[src/rtl/fifo_serial_reader.sv]
// Pops words from a FIFO whenever it is non-empty and sends each one as a
// framed serial stream: start bit 0, WIDTH data bits LSB-first, stop bit 1.
module fifo_serial_reader #(
  parameter int WIDTH        = 4,
  parameter int CLKS_PER_BIT = 4
) (
  input  logic             clk,
  input  logic             clear,
  input  logic             run,
  input  logic             fifo_empty,
  input  logic [WIDTH-1:0] fifo_data,
  output logic             fifo_en,
  output logic             fifo_rw,
  output logic             tx,
  output logic             busy,
  output logic             frame_done,
  output logic [WIDTH-1:0] last_word
);

  localparam int CNT_W = (CLKS_PER_BIT > 1) ? $clog2(CLKS_PER_BIT) : 1;
  localparam int IDX_W = (WIDTH > 1) ? $clog2(WIDTH) : 1;
  localparam logic [CNT_W-1:0] CNT_MAX = CNT_W'(CLKS_PER_BIT - 1);
  localparam logic [IDX_W-1:0] IDX_MAX = IDX_W'(WIDTH - 1);

  typedef enum logic [2:0] {IDLE, POP, LOAD, START, DATA, STOP} state_t;

  state_t           state;
  logic [CNT_W-1:0] cnt;
  logic [IDX_W-1:0] idx;
  logic [WIDTH-1:0] shreg;
  logic             bit_end;

  assign bit_end = (cnt == CNT_MAX);

  always_ff @(posedge clk or negedge clear) begin
    if (!clear) begin
      state     <= IDLE;
      cnt       <= '0;
      idx       <= '0;
      shreg     <= '0;
      last_word <= '0;
    end else begin
      case (state)
        IDLE: if (run && !fifo_empty) state <= POP;
        POP:  state <= LOAD;
        LOAD: begin
          shreg     <= fifo_data;
          last_word <= fifo_data;
          cnt       <= '0;
          state     <= START;
        end
        START: begin
          if (bit_end) begin
            cnt   <= '0;
            idx   <= '0;
            state <= DATA;
          end else begin
            cnt <= cnt + CNT_W'(1);
          end
        end
        DATA: begin
          if (bit_end) begin
            cnt   <= '0;
            shreg <= shreg >> 1;
            if (idx == IDX_MAX) begin
              idx   <= '0;
              state <= STOP;
            end else begin
              idx <= idx + IDX_W'(1);
            end
          end else begin
            cnt <= cnt + CNT_W'(1);
          end
        end
        STOP: begin
          // run and fifo_empty only matter here and in IDLE
          if (bit_end) begin
            cnt   <= '0;
            state <= (run && !fifo_empty) ? POP : IDLE;
          end else begin
            cnt <= cnt + CNT_W'(1);
          end
        end
        default: state <= IDLE;
      endcase
    end
  end

  // Outputs decode registered state only, so reset reaches them asynchronously
  always_comb begin
    fifo_en    = (state == POP);
    fifo_rw    = (state != POP);
    busy       = (state != IDLE);
    frame_done = (state == STOP) && bit_end;
    case (state)
      START:   tx = 1'b0;
      DATA:    tx = shreg[0];
      default: tx = 1'b1;
    endcase
  end

endmodule

[config.mk]
export PLATFORM = sky130hd
export DESIGN_NAME = fifo_serial_reader
export DESIGN_NICKNAME = d
export VERILOG_FILES = /design/src/rtl/fifo_serial_reader.sv
export SDC_FILE = /design/constraint.sdc
export NUM_CORES = 1
export LEC_CHECK = 0
export BUFFER_PORTS_ARGS = -buffer_cell sky130_fd_sc_hd__buf_4
export CAP_MARGIN = 20
export CORE_MARGIN = 10
export CORE_UTILIZATION = 52
export DETAILED_ROUTE_END_ITERATION = 16
export GPL_TIMING_DRIVEN = 0
export PLACE_DENSITY = 0.85
export SLEW_MARGIN = 10
export SYNTH_ARGS = -nofsm -noshare
export SYNTH_HDL_FRONTEND = slang
export SYNTH_SLANG_ARGS = --single-unit
[constraint.sdc]
create_clock -name clk -period 2.1 [get_ports clk]
set_input_delay 0.105 -clock clk [delete_from_list [all_inputs] [get_ports clk]]
set_output_delay 0.105 -clock clk [all_outputs]
set_load 0.05 [all_outputs]
Yosys cells after proc, flatten, opt, wreduce, memory -nomap -nowiden
Cells that the tools add are included.
{ "word_totals": {"reg_bits": 15, "in_bits": 8, "output_inout_bits": 9, "elab_cells": 48} }
{ "op_classes": {"n_addsub": 2, "n_eq_ne": 13, "muxes": 16, "reduce_logical": 12} }
{ "ops": {"columns": ["op", "count"], "rows": [
  ["$pmux W3 S6", 1],
  ["$mux W3", 5],
  ["$ne A2 B2 Y1 const B", 5],
  ["$mux W2", 4],
  ["$pmux W2 S2", 2],
  ["$pmux W4 S2", 1],
  ["$eq A3 B2 Y1 const B", 2],
  ["$eq A3 B3 Y1 const B", 2],
  ["$reduce_bool A2 Y1", 3],
  ["$reduce_and A5 Y1", 1],
  ["$add A2 B1 Y2 const B", 2],
  ["$eq A2 B2 Y1 const B", 2],
  ["$mux W4", 1],
  ["$eq A3 B1 Y1 const B", 1],
  ["$logic_not A3 Y1", 1],
  ["$ne A3 B1 Y1 const B", 1],
  ["$reduce_and A3 Y1", 1],
  ["$reduce_bool A3 Y1", 1],
  ["$reduce_or A3 Y1", 1],
  ["$logic_and A1 B1 Y1", 2],
  ["$pmux W1 S2", 1],
  ["$reduce_and A2 Y1", 1],
  ["$logic_not A1 Y1", 1],
  ["$mux W1", 1]
]} }

Depth between registers and ports, before layout
{ "logic_depth": {"depth_word": 5, "mapped_depth": 5, "ltp_nobuf": 4} }

Least setup slack after synthesis
No wires, ideal clock.
{ "synth_path": {"path_kind": "flip-flop to output port", "from": "register state[1]", "to": "output port fifo_en", "arrival_ns": 1.657, "required_ns": 1.995, "path_slack_ns": 0.338, "stages_incl_launch_ff": 5, "n_path_buf": 2, "path_cell_list": "dfrtp_1 buf_2 buf_2 or3_1 inv_1"} }
{ "synth_via": {"elab_chain_len": 1} }
{ "synth_lines": {"columns": ["item", "line_no", "text"], "rows": [
  ["from (decl)", "27", "state_t state;"],
  ["from (signal assigned)", "79", "state <= (run && !fifo_empty) ? POP : IDLE;"],
  ["$eq A3 B1 Y1", "91", "fifo_en = (state == POP);"],
  ["to (decl)", "12", "output logic fifo_en,"]
]} }
Every way passes these cells.

Worst setup path in the final report
{ "layout_path": {"from": "register cnt[0]", "to": "output port frame_done"} }
{ "layout_via": {"elab_chain_len": 2} }
{ "layout_lines": {"columns": ["item", "line_no", "text"], "rows": [
  ["from (decl)", "28", "logic [CNT_W-1:0] cnt;"],
  ["from (signal assigned)", "58", "cnt <= cnt + CNT_W'(1);"],
  ["from (signal assigned)", "72", "cnt <= cnt + CNT_W'(1);"],
  ["from (signal assigned)", "81", "cnt <= cnt + CNT_W'(1);"],
  ["$eq A2 B2 Y1", "33", "assign bit_end = (cnt == CNT_MAX);"],
  ["$logic_and A1 B1 Y1", "94", "frame_done = (state == STOP) && bit_end;"],
  ["to (decl)", "16", "output logic frame_done,"]
]} }
Every way passes these cells.

==> results.json <==
{
  "status": "complete, no violations",
  "clkSinkCount": 15,
  "fin_skew_ns": 0.0109,
  "cts.repair.resized": 0,
  "synthTopCellsByCount": "dfrtp_1, a21oi_1, inv_1",
  "crit_path_end_kind": "output pin",
  "fin_cells": 116,
  "grt_use_met1_pct": 10.7,
  "cp_top_family": "buffers and inverters",
  "final_layout_size_suffix_gt1_share_pct": 31.0,
  "seqPwrFrac_pct": 31.2,
  "grt_util_met3_pct": 6.36,
  "yosysTopAreaCellShare_pct": 45.5,
  "hp-class": "in2reg",
  "routabilityCongestion": 0.818,
  "maxClockFrequency_mhz": 548,
  "cts_buffers": 3,
  "cts.path.max_buffers": 2,
  "ys_top_cells_by_area": "dfrtp_1, mux2_2, a21oi_1, mux2i_1, inv_1",
  "netlist_area_um2": 826,
  "grt_max_degree": 16,
  "antenna_left": 0,
  "path_buf_inv": 2,
  "dp_cells": 111,
  "layout.nets": 111,
  "dr.pass1.iters": 4,
  "drc_errors": 0,
  "ys_seq_elements": 15,
  "critPathSlowestCell": "dfrtp_1",
  "num_io_pins": 17,
  "start_util_pct": 54.8,
  "p_leak_nw": 0.473,
  "htreeDepth": 1,
  "fin_crit_ns": 1.82,
  "grt_pass1_wl_mm": 2.87,
  "pre_cts_ws_ns": 0.498,
  "synth-edff-count": 0,
  "wl_per_cell_um": 14.6,
  "use_met2_pct": 16.3,
  "post-dp-hpwl_mm": 1.27,
  "finalHoldViolations": 0,
  "crit_fanout": 10,
  "rsz0062_at_grt": "no",
  "yosys.cell_types.count": 30,
  "cts_tree": "yes",
  "power_frac_comb_pct": 58.8,
  "worstPathArrival_ns": 1.72,
  "period_share_pct": 86.9,
  "cp-start-kind": "register",
  "die_x_um": 59.9,
  "fin_util_pct": 66.5,
  "slowest_delay_ns": 0.42,
  "peakVddDrop_mv": 0.871,
  "io_buffers": 16,
  "clock_latency_ns": 0.28,
  "first_iter_violations": 16,
  "root_buffer": "clkbuf_4",
  "final_cell_area_mm2": 0.00100,
  "cp_data_required_time_ns": 2.00,
  "antenna_found_initial": 0,
  "p_per_area_mw_per_mm2": 1590,
  "crit_chain": "ha_1 -> clkbuf_1 -> nand2_1 -> nor2_1 -> buf_4",
  "drt_wl_total_mm": 1.69,
  "cts.reportedPaths.clkPinSlew_ns": 0.09,
  "yosys_warnings": 0,
  "diodes": 0,
  "grt_usage_pct": 10.3,
  "setup_viol": 0,
  "die_y_um": 59.9,
  "final.setup.tns_ns": 0,
  "critPathKind": "reg2out",
  "ys_seq_area_share_pct": 45.5,
  "synthFlopType": "dfrtp_1",
  "vias": 667,
  "synth.largest_area_cell": "dfrtp_1",
  "power_frac_clock_pct": 9.9,
  "sw_frac_of_total_pct": 46.5,
  "slew_viol_final": 0,
  "post_dp_cell_area_um2": 966,
  "p_sw_mw": 0.740,
  "postSynthAreaPerCell_um2": 10.5,
  "syn_nets": 89,
  "grt_pass1_vias": 683,
  "area_growth_syn_to_layout_pct": 21.4,
  "fillCellCount": 122,
  "die_area_mm2": 0.00358,
  "core_mm2": 0.00151,
  "netlist_instances": 79,
  "max_cap_viol_count": 0,
  "ys_async_sr_fraction_pct": 100,
  "busiest_layer": "met2",
  "power.internal_mw": 0.852,
  "num_rows": 14,
  "grt-ovfl-total": 0,
  "vias_per_cell": 5.75,
  "slew_headroom_pct": 72.4,
  "yosysMostFrequentCell": "dfrtp_1",
  "layout_setup_ws_ns": 0.275,
  "worst_slew_pin_slew_ns": 0.415
}
-- what timing repair did --
action                                 4_1_cts  5_1_grt
setup buffers                                0        0
endpoints found under the hold margin       15        0
hold buffers                                 1        0
setup endpoints to repair                    0        0
-- power by group through the flow --
stage	Clock (mW)	Sequential (mW)	Combinational (mW)
finish	0.158	0.497	0.937
CTS	0.164	0.498	0.944
global placement	0	0.496	0.916
global route	0.185	0.515	1.01
floorplan	0	0.627	0.575
detailed placement	0	0.504	0.936
-- cell families after synthesis --
kind of cell	share of synthesized area [%]
compound gates	16.5
fa+ha+maj	3.03
buf+inv	6.21
flops	45.5
mux	14.5
simple gates	14.2
-- through the flow --
step	power (mW)	hold slack (ns)
2_1_floorplan	1.20	-0.191
3_3_place_gp	1.41	-0.0317
3_5_place_dp	1.44	-0.0325
4_1_cts	1.61	0.0607
5_1_grt	1.71	0.0493
6_report	1.59	0.0688
-- worst reg2reg max path, stage by stage (launching register included) --
cell	delay [ns]
dfrtp_1	0.36
buf_2	0.18
nor3b_4	0.36
mux2_1	0.35
mux2_2	0.26
-- layout by cell type, fill, tap and decap left out --
master | synthesis | routed
buf_4 | 1 | 17
dfrtp_1 | 15 | 15
a21oi_1 | 9 | 9
inv_1 | 7 | 7
mux2_2 | 6 | 6
nor2_1 | 4 | 4
clkbuf_1 | 2 | 3
mux2i_1 | 3 | 3
a311oi_1 | 3 | 3
clkbuf_4 | 0 | 3
buf_2 | 2 | 2
or3_1 | 2 | 2
nand2b_1 | 2 | 2
nand2_1 | 2 | 2
mux2_1 | 2 | 2
nor3_1 | 2 | 2
nor2b_1 | 2 | 2
ha_1 | 2 | 2
nor3b_4 | 1 | 1
and3b_1 | 1 | 1
nand3b_1 | 1 | 1
a21oi_2 | 1 | 1
nand3_1 | 1 | 1
nor3b_1 | 1 | 1
o21ai_0 | 1 | 1
a22o_1 | 1 | 1
a32oi_1 | 1 | 1
o32ai_1 | 1 | 1
o22ai_1 | 1 | 1
a21bo_2 | 1 | 1
a221oi_1 | 1 | 1
dlygate4sd3_1 | 0 | 1
-- registers in the layout (all words and copies together), names as in the netlist --
register   count
idx            2
shreg          4
last_word      4
state          3
cnt            2
-- path summary, 6_finish.rpt --
kind,startpoint,to,slack (ns),cells past startpoint
worst max-delay path,cnt[0],frame_done,0.28,5
worst min-delay path,fifo_data[2],last_word[2],0.07,2
worst max register to register,state[1],shreg[2],0.47,4
worst min register to register,last_word[1],last_word[1],0.51,1
max in group asynchronous,clear,cnt[1],1.72,2
min in group asynchronous,clear,idx[0],0.20,2
-- area by class of cell --
type / instances / area (µm²) / share of cell area [%]
inverter: 7 / 26.3 / 2.62
buffer: 5 / 25.0 / 2.50
sequential: 15 / 375 / 37.5
multi-input combinational: 52 / 399 / 39.8
tap: 16 / 20.0 / 2.00
clock buffer: 4 / 26.3 / 2.62
timing repair buffer: 17 / 130 / 13.0
-- layer usage --
| layer | share of wire, % | routed length [µm] | vias to the layer above |
|---|---|---|---|
| li1 | - | - | 328 |
| met1 | 39 | 665 | 316 |
| met2 | 49 | 834 | 21 |
| met3 | 10 | 177 | 2 |
| met4 | 0.89 | 15 | 0 |
| met5 | 0 | 0 | - |
Note: power is estimated with default switching activity, not from simulation.
